<file path="config.mk">
export PLATFORM = sky130hd
export DESIGN_NAME = can_rx_sequencer
export DESIGN_NICKNAME = d
export VERILOG_FILES = /design/src/rtl/can_rx_sequencer.sv
export SDC_FILE = /design/constraint.sdc
export NUM_CORES = 1
export LEC_CHECK = 0
export ABC_AREA = 0
export BUFFER_PORTS_ARGS = -buffer_cell sky130_fd_sc_hd__buf_2
export CAP_MARGIN = 30
export CORE_ASPECT_RATIO = 1.75
export CORE_MARGIN = 5
export CORE_UTILIZATION = 57
export DETAILED_ROUTE_END_ITERATION = 12
export PLACE_DENSITY = 0.82
export SLEW_MARGIN = 10
export SYNTH_ARGS = -nofsm -noshare
export SYNTH_HDL_FRONTEND = slang
export SYNTH_SLANG_ARGS = --single-unit
</file>
<file path="constraint.sdc">
create_clock -name clk -period 3.7 [get_ports clk]
set_input_delay 0.185 -clock clk [delete_from_list [all_inputs] [get_ports clk]]
set_output_delay 0.185 -clock clk [all_outputs]
set_load 0.005 [all_outputs]
</file>
<file path="src/rtl/can_rx_sequencer.sv">
// ============================================================================
// Module   : can_rx_sequencer
// Summary  : CAN 2.0A frame-level receive sequencer: bus-idle detection,
//            destuffing, field tracking and synchronizer control.
// Revision : 1.0 - initial release
// ============================================================================
`default_nettype none

module can_rx_sequencer #(
  parameter int IDLE_BITS = 11
) (
  input  logic        clk,
  input  logic        resetN,
  input  logic        sampleStrobe,
  input  logic        rxBit,
  input  logic        cfgMultiSample,
  output logic        override,
  output logic        multiSelect,
  output logic        bitValid,
  output logic        bitOut,
  output logic [2:0]  field,
  output logic [10:0] rxId,
  output logic        rxRtr,
  output logic [3:0]  rxDlc,
  output logic        frameDone,
  output logic        stuffErr,
  output logic        formErr
);

  // State encoding doubles as the externally visible field code.
  typedef enum logic [2:0] {
    S_IDLE      = 3'd0,
    S_ARB       = 3'd1,
    S_CTRL      = 3'd2,
    S_DATA      = 3'd3,
    S_CRC       = 3'd4,
    S_TAIL      = 3'd5,
    S_WAIT_IDLE = 3'd7
  } seqState_t;

  localparam logic [3:0] c_idleLast = 4'(IDLE_BITS - 1);
  localparam logic [2:0] c_stuffRun = 3'd5;

  seqState_t   r_state,     w_state;
  logic [6:0]  r_bitCnt,    w_bitCnt;
  logic [3:0]  r_idleCnt,   w_idleCnt;
  logic        r_lastBit,   w_lastBit;
  logic [2:0]  r_sameCnt,   w_sameCnt;
  logic        r_bitValid,  w_bitValid;
  logic        r_bitOut,    w_bitOut;
  logic [10:0] r_rxId,      w_rxId;
  logic        r_rxRtr,     w_rxRtr;
  logic [3:0]  r_rxDlc,     w_rxDlc;
  logic        r_frameDone, w_frameDone;
  logic        r_stuffErr,  w_stuffErr;
  logic        r_formErr,   w_formErr;

  logic        w_inFrame;
  logic        w_tailStuff;
  logic        w_bitOk;
  logic [3:0]  w_newDlc;
  logic [6:0]  w_dataLast;

  always_ff @(posedge clk or negedge resetN) begin
    if (!resetN) begin
      r_state     <= S_WAIT_IDLE;
      r_bitCnt    <= 7'd0;
      r_idleCnt   <= 4'd0;
      r_lastBit   <= 1'b0;
      r_sameCnt   <= 3'd0;
      r_bitValid  <= 1'b0;
      r_bitOut    <= 1'b0;
      r_rxId      <= 11'd0;
      r_rxRtr     <= 1'b0;
      r_rxDlc     <= 4'd0;
      r_frameDone <= 1'b0;
      r_stuffErr  <= 1'b0;
      r_formErr   <= 1'b0;
    end else begin
      r_state     <= w_state;
      r_bitCnt    <= w_bitCnt;
      r_idleCnt   <= w_idleCnt;
      r_lastBit   <= w_lastBit;
      r_sameCnt   <= w_sameCnt;
      r_bitValid  <= w_bitValid;
      r_bitOut    <= w_bitOut;
      r_rxId      <= w_rxId;
      r_rxRtr     <= w_rxRtr;
      r_rxDlc     <= w_rxDlc;
      r_frameDone <= w_frameDone;
      r_stuffErr  <= w_stuffErr;
      r_formErr   <= w_formErr;
    end
  end

  always_comb begin
    w_state     = r_state;
    w_bitCnt    = r_bitCnt;
    w_idleCnt   = r_idleCnt;
    w_lastBit   = r_lastBit;
    w_sameCnt   = r_sameCnt;
    w_bitValid  = 1'b0;
    w_bitOut    = r_bitOut;
    w_rxId      = r_rxId;
    w_rxRtr     = r_rxRtr;
    w_rxDlc     = r_rxDlc;
    w_frameDone = 1'b0;
    w_stuffErr  = 1'b0;
    w_formErr   = 1'b0;
    w_bitOk     = 1'b0;
    w_newDlc    = {r_rxDlc[2:0], rxBit};
    w_dataLast  = r_rxDlc[3] ? 7'd63 : {1'b0, r_rxDlc[2:0] - 3'd1, 3'b111};
    w_inFrame   = (r_state == S_ARB) || (r_state == S_CTRL) ||
                  (r_state == S_DATA) || (r_state == S_CRC);
    // A stuff bit may trail the last CRC bit; it is consumed before the delimiter.
    w_tailStuff = (r_state == S_TAIL) && (r_bitCnt == 7'd0) && (r_sameCnt == c_stuffRun);

    if (sampleStrobe) begin
      if (w_inFrame || w_tailStuff) begin
        if (r_sameCnt == c_stuffRun) begin
          if (rxBit == r_lastBit) begin
            w_stuffErr = 1'b1;
          end else begin
            w_lastBit = rxBit;
            w_sameCnt = 3'd1;
          end
        end else begin
          if (rxBit == r_lastBit) begin
            w_sameCnt = r_sameCnt + 3'd1;
          end else begin
            w_lastBit = rxBit;
            w_sameCnt = 3'd1;
          end
          w_bitOk    = 1'b1;
          w_bitValid = 1'b1;
          w_bitOut   = rxBit;
        end
      end

      case (r_state)
        S_WAIT_IDLE: begin
          if (!rxBit) begin
            w_idleCnt = 4'd0;
          end else if (r_idleCnt == c_idleLast) begin
            w_idleCnt = 4'd0;
            w_state   = S_IDLE;
          end else begin
            w_idleCnt = r_idleCnt + 4'd1;
          end
        end
        S_IDLE: begin
          if (!rxBit) begin
            w_state   = S_ARB;
            w_bitCnt  = 7'd0;
            w_lastBit = 1'b0;
            w_sameCnt = 3'd1;
          end
        end
        S_ARB: begin
          if (w_bitOk) begin
            if (r_bitCnt < 7'd11) begin
              w_rxId   = {r_rxId[9:0], rxBit};
              w_bitCnt = r_bitCnt + 7'd1;
            end else begin
              w_rxRtr  = rxBit;
              w_bitCnt = 7'd0;
              w_state  = S_CTRL;
            end
          end
        end
        S_CTRL: begin
          if (w_bitOk) begin
            if (r_bitCnt == 7'd0 && rxBit) begin
              w_formErr = 1'b1;
            end else if (r_bitCnt >= 7'd2) begin
              w_rxDlc = w_newDlc;
            end
            if (r_bitCnt == 7'd5) begin
              w_bitCnt = 7'd0;
              w_state  = (r_rxRtr || w_newDlc == 4'd0) ? S_CRC : S_DATA;
            end else begin
              w_bitCnt = r_bitCnt + 7'd1;
            end
          end
        end
        S_DATA: begin
          if (w_bitOk) begin
            if (r_bitCnt == w_dataLast) begin
              w_bitCnt = 7'd0;
              w_state  = S_CRC;
            end else begin
              w_bitCnt = r_bitCnt + 7'd1;
            end
          end
        end
        S_CRC: begin
          if (w_bitOk) begin
            if (r_bitCnt == 7'd14) begin
              w_bitCnt = 7'd0;
              w_state  = S_TAIL;
            end else begin
              w_bitCnt = r_bitCnt + 7'd1;
            end
          end
        end
        S_TAIL: begin
          if (!w_tailStuff) begin
            // Bit 1 is the ACK slot, whose level is ignored.
            if (r_bitCnt != 7'd1 && !rxBit) begin
              w_formErr = 1'b1;
            end else if (r_bitCnt == 7'd9) begin
              w_frameDone = 1'b1;
              w_bitCnt    = 7'd0;
              w_state     = S_IDLE;
            end else begin
              w_bitCnt = r_bitCnt + 7'd1;
            end
          end
        end
        default: begin
          w_state   = S_WAIT_IDLE;
          w_idleCnt = 4'd0;
        end
      endcase

      if (w_stuffErr || w_formErr) begin
        w_state     = S_WAIT_IDLE;
        w_idleCnt   = 4'd0;
        w_bitCnt    = 7'd0;
        w_bitValid  = 1'b0;
        w_frameDone = 1'b0;
      end
    end
  end

  assign field       = r_state;
  assign override    = (r_state == S_TAIL) || (r_state == S_WAIT_IDLE);
  assign multiSelect = (r_state == S_ARB) && cfgMultiSample;
  assign bitValid    = r_bitValid;
  assign bitOut      = r_bitOut;
  assign rxId        = r_rxId;
  assign rxRtr       = r_rxRtr;
  assign rxDlc       = r_rxDlc;
  assign frameDone   = r_frameDone;
  assign stuffErr    = r_stuffErr;
  assign formErr     = r_formErr;

endmodule

`default_nettype wire

</file>
==> summary.md <==
| Metric | Value |
|---|---|
| Fmax | 0.353 GHz |
| Slowest cell delay on critical path | 0.50 ns |
| Initial antenna violation count | 0 |
| Netlist cell types | 52 |
| Fin. max-slew vios | 0 |
| GRT Total Usage | 20.7% |
| Synth cell count leaders | 36 x dfrtp_1, 24 x o21ai_0, 23 x nor2_1 |
| Core area | 4070 µm² |
| Cells after Synth | 257 |
| Syn-to-layout area delta | 12.5% |
| Worst Path Arrival | 3.00 ns |
| Die X | 58.6 µm |
| Clk_skew | 0.00655 ns |
| Crit-path cells | inv_1 -> ha_1 -> or3b_2 -> or3_1 -> o32ai_1 -> or2_1 -> o21ai_0 -> o21ai_0 -> o31ai_1 |
| CP max-delay cell | or3b_2 |
| Power Density | 715 nW/µm² |
| Global route overflow | 0 |
| VDD IR max | 0.000442 V |
| Ys Warns | 0 |
| DRT Pass-1 Iters | 4 |
| Synthesized net count | 271 |
| Cell Area, Synth | 2360 µm² |
| Top_reg_cell synth | dfrtp_1 |
| Fin Hold WS | 0.239 ns |
| Worst-path clk slew | 0.08 ns |
| NumNets Final | 298 |
| Routability congestion estimate | 0.896 |
| WP data required | 3.87 ns |
| # Max-Cap Violations | 0 |
| Number of H-tree levels | 2 |
| Setup Viol. Count Final | 0 |
| Number of fillers in the final layout | 349 |
| Worst-path fanout max | 6 |
| Clk buf depth | 2 |
| Number of synthesized flops with an enable pin | 0 |
| Top cells by area, synth | dfrtp_1 38%, mux2_2 5.7%, o21ai_0 5.1% |
| Via/cell ratio | 6.14 |
| Most frequent cell after synthesis | dfrtp_1 |
| Worst slew pin tran | 0.753 ns |
| # clock sinks | 39 |
| Async SR Flop Fraction | 100% |
| WL final | 5350 µm |
| IO Count | 31 |
| Initial DRC count | 107 |
| CP most frequent cell | o21ai_0 |
| CTS tree | done |
| Fin Setup TNS | 0 ns |
| Synth area leader | dfrtp_1 |
| Layout cell share with drive strength beyond 1 | 23.2% |
| Status | complete, no violations |
| Final Cycle Share | 76.5% |
| Largest net degree at the start of global routing | 40 |
| Vias | 2,050 |
| Post-Place Cell Area | 2510 µm² |
| Vias in the first global route | 1,956 |
| Row count | 31 |
| DIE AREA | 5570 µm² |
| CP endpoint kind | flip-flop |
| Period minus WS final | 2.83 ns |
| Hold WC Path Type | input port to flip-flop |
| Clock latency on the worst-skew pair | 0.29 ns |
| Synth top area share | 38.2% |
| LEAKAGE | 1.25 nW |
| Register bit total from synthesis | 39 |
| Port bufs | 30 |
| Initial Util | 57.8% |
| CTS Root Cell | clkbuf_8 |
| Relative slew margins | 49.7% |
| Hold Vio Cnt, Final | 0 |
| ANT nets after route | 0 |
| Finished Cell Area | 2650 µm² |
| Startpoint types | flip-flop |
| Routed WL per cell | 16.0 µm |
| DPL Wire Length | 4030 µm |
| RSZ-0062 raised after global routing | false |
| N_diodes | 0 |
| Die Ht | 95.1 µm |
| DRC Markers | 0 |
| First-pass GRT wire length | 8720 µm |
| Seq/Total Area, Yosys | 41.6% |
| Syn Area/Cell | 9.17 µm² |
| Post-CTS resize count | 0 |
| Critical path class | flip-flop to flip-flop |
| CTS buffer count | 5 |
-- critical path: cells and delay by family, from the launching register on --
family	cells	cell delay, ns
AOI/OAI and AO/OA	4	0.77
adders and majority gates	1	0.21
DFF	1	0.43
buffers and inverters	1	0.13
and+or+nand+nor	3	1.17
-- sequential cells by signal (all words and copies together) (netlist names), 3 cells and up --
name,count
r_sameCnt,3
rxId,11
rxDlc,4
r_bitCnt,7
field,3
r_idleCnt,4
-- cell families (layout without fill, tap and decap cells) --
kind of cell	count (synthesis)	count (layout)	synth area share (%)
AOI/OAI and AO/OA	69	69	20.1
xor gates and xnor gates	4	4	1.49
adders and majority gates	9	9	4.78
buffers and inverters	30	58	5.58
DFF	39	39	41.6
muxes	13	13	6.16
and+or+nand+nor	93	93	20.3
-- power by group --
| part | internal, W | leakage, nW | switching (W) | total (W) |
|---|---|---|---|---|
| logic | 0.000365 | 0.670 | 0.000481 | 0.000846 |
| registers | 0.000543 | 0.518 | 0.000154 | 0.000698 |
| clock network | 0.000201 | 0.0581 | 0.000151 | 0.000352 |
-- worst paths after layout --
kind,from,to,slack (ns),depth (start not counted)
max in group asynchronous,resetN,field[1]$_DFFE_PN1P_,3.04,3
worst min register to register,bitOut$_DFFE_PN0P_,bitOut$_DFFE_PN0P_,0.51,2
worst max register to register,r_bitCnt[0]$_DFFE_PN0P_,r_idleCnt[2]$_DFFE_PN0P_,0.87,9
worst min-delay path,rxBit,frameDone$_DFF_PN0_,0.24,3
min in group asynchronous,resetN,rxId[4]$_DFFE_PN0P_,0.41,3
worst max-delay path,r_bitCnt[0]$_DFFE_PN0P_,r_idleCnt[2]$_DFFE_PN0P_,0.87,9
-- stage by stage --
stage	std cells	total power [W]	utilization (%)	setup slack, ns
after global placement	324	0.00151	61.6	0.970
final	334	0.00190	65.1	0.869
after detailed placement	324	0.00154	61.6	0.915
after global routing	334	0.00203	65.1	0.684
after floorplan	257	0.00129	-	1.13
after CTS	332	0.00189	64.3	0.887
-- final cells by class --
cell class                 instances  area, µm²  share of cell area [%]
multi-input combinational        188       1240                    47.0
timing repair buffer              33        188                    7.08
clock inverter                     3       43.8                    1.65
tap                               49       61.3                    2.31
inverter                          17       63.8                    2.41
clock buffer                       5       68.8                    2.60
sequential                        39        980                    37.0
-- routing by layer --
metal / global-route usage (%) / share of wire (%)
met5: 0 / 0
met3: 3.39 / 5.2
met4: 14.9 / 6.1
met2: 37.6 / 53
met1: 20.4 / 35
-- timing repair --
| item | CTS | global route |
|---|---|---|
| buffers inserted | 0 | 0 |
| hold buffers | 0 | 1 |
| endpoints found under the hold margin | 0 | 36 |
-- layout by cell type (no fill, tap or decap), types with 2 or more instances in the layout --
cell type	n
inv_1	17
a22oi_1	2
dfstp_2	3
nand4_1	3
buf_2	30
nor4_1	2
a31o_2	2
o21ai_0	24
a21oi_1	9
nand3_1	7
nor3_1	6
and2_1	4
or3_1	5
mux2_2	12
nand2b_1	3
nor2_1	23
or2_2	3
clkbuf_8	5
xor2_1	4
nand2_1	21
ha_1	9
nor3b_1	2
a221o_1	4
dfrtp_1	36
a31oi_1	6
nor2b_1	4
o31ai_1	6
nand3b_1	4
No activity file was read; power rests on OpenSTA's default activity.
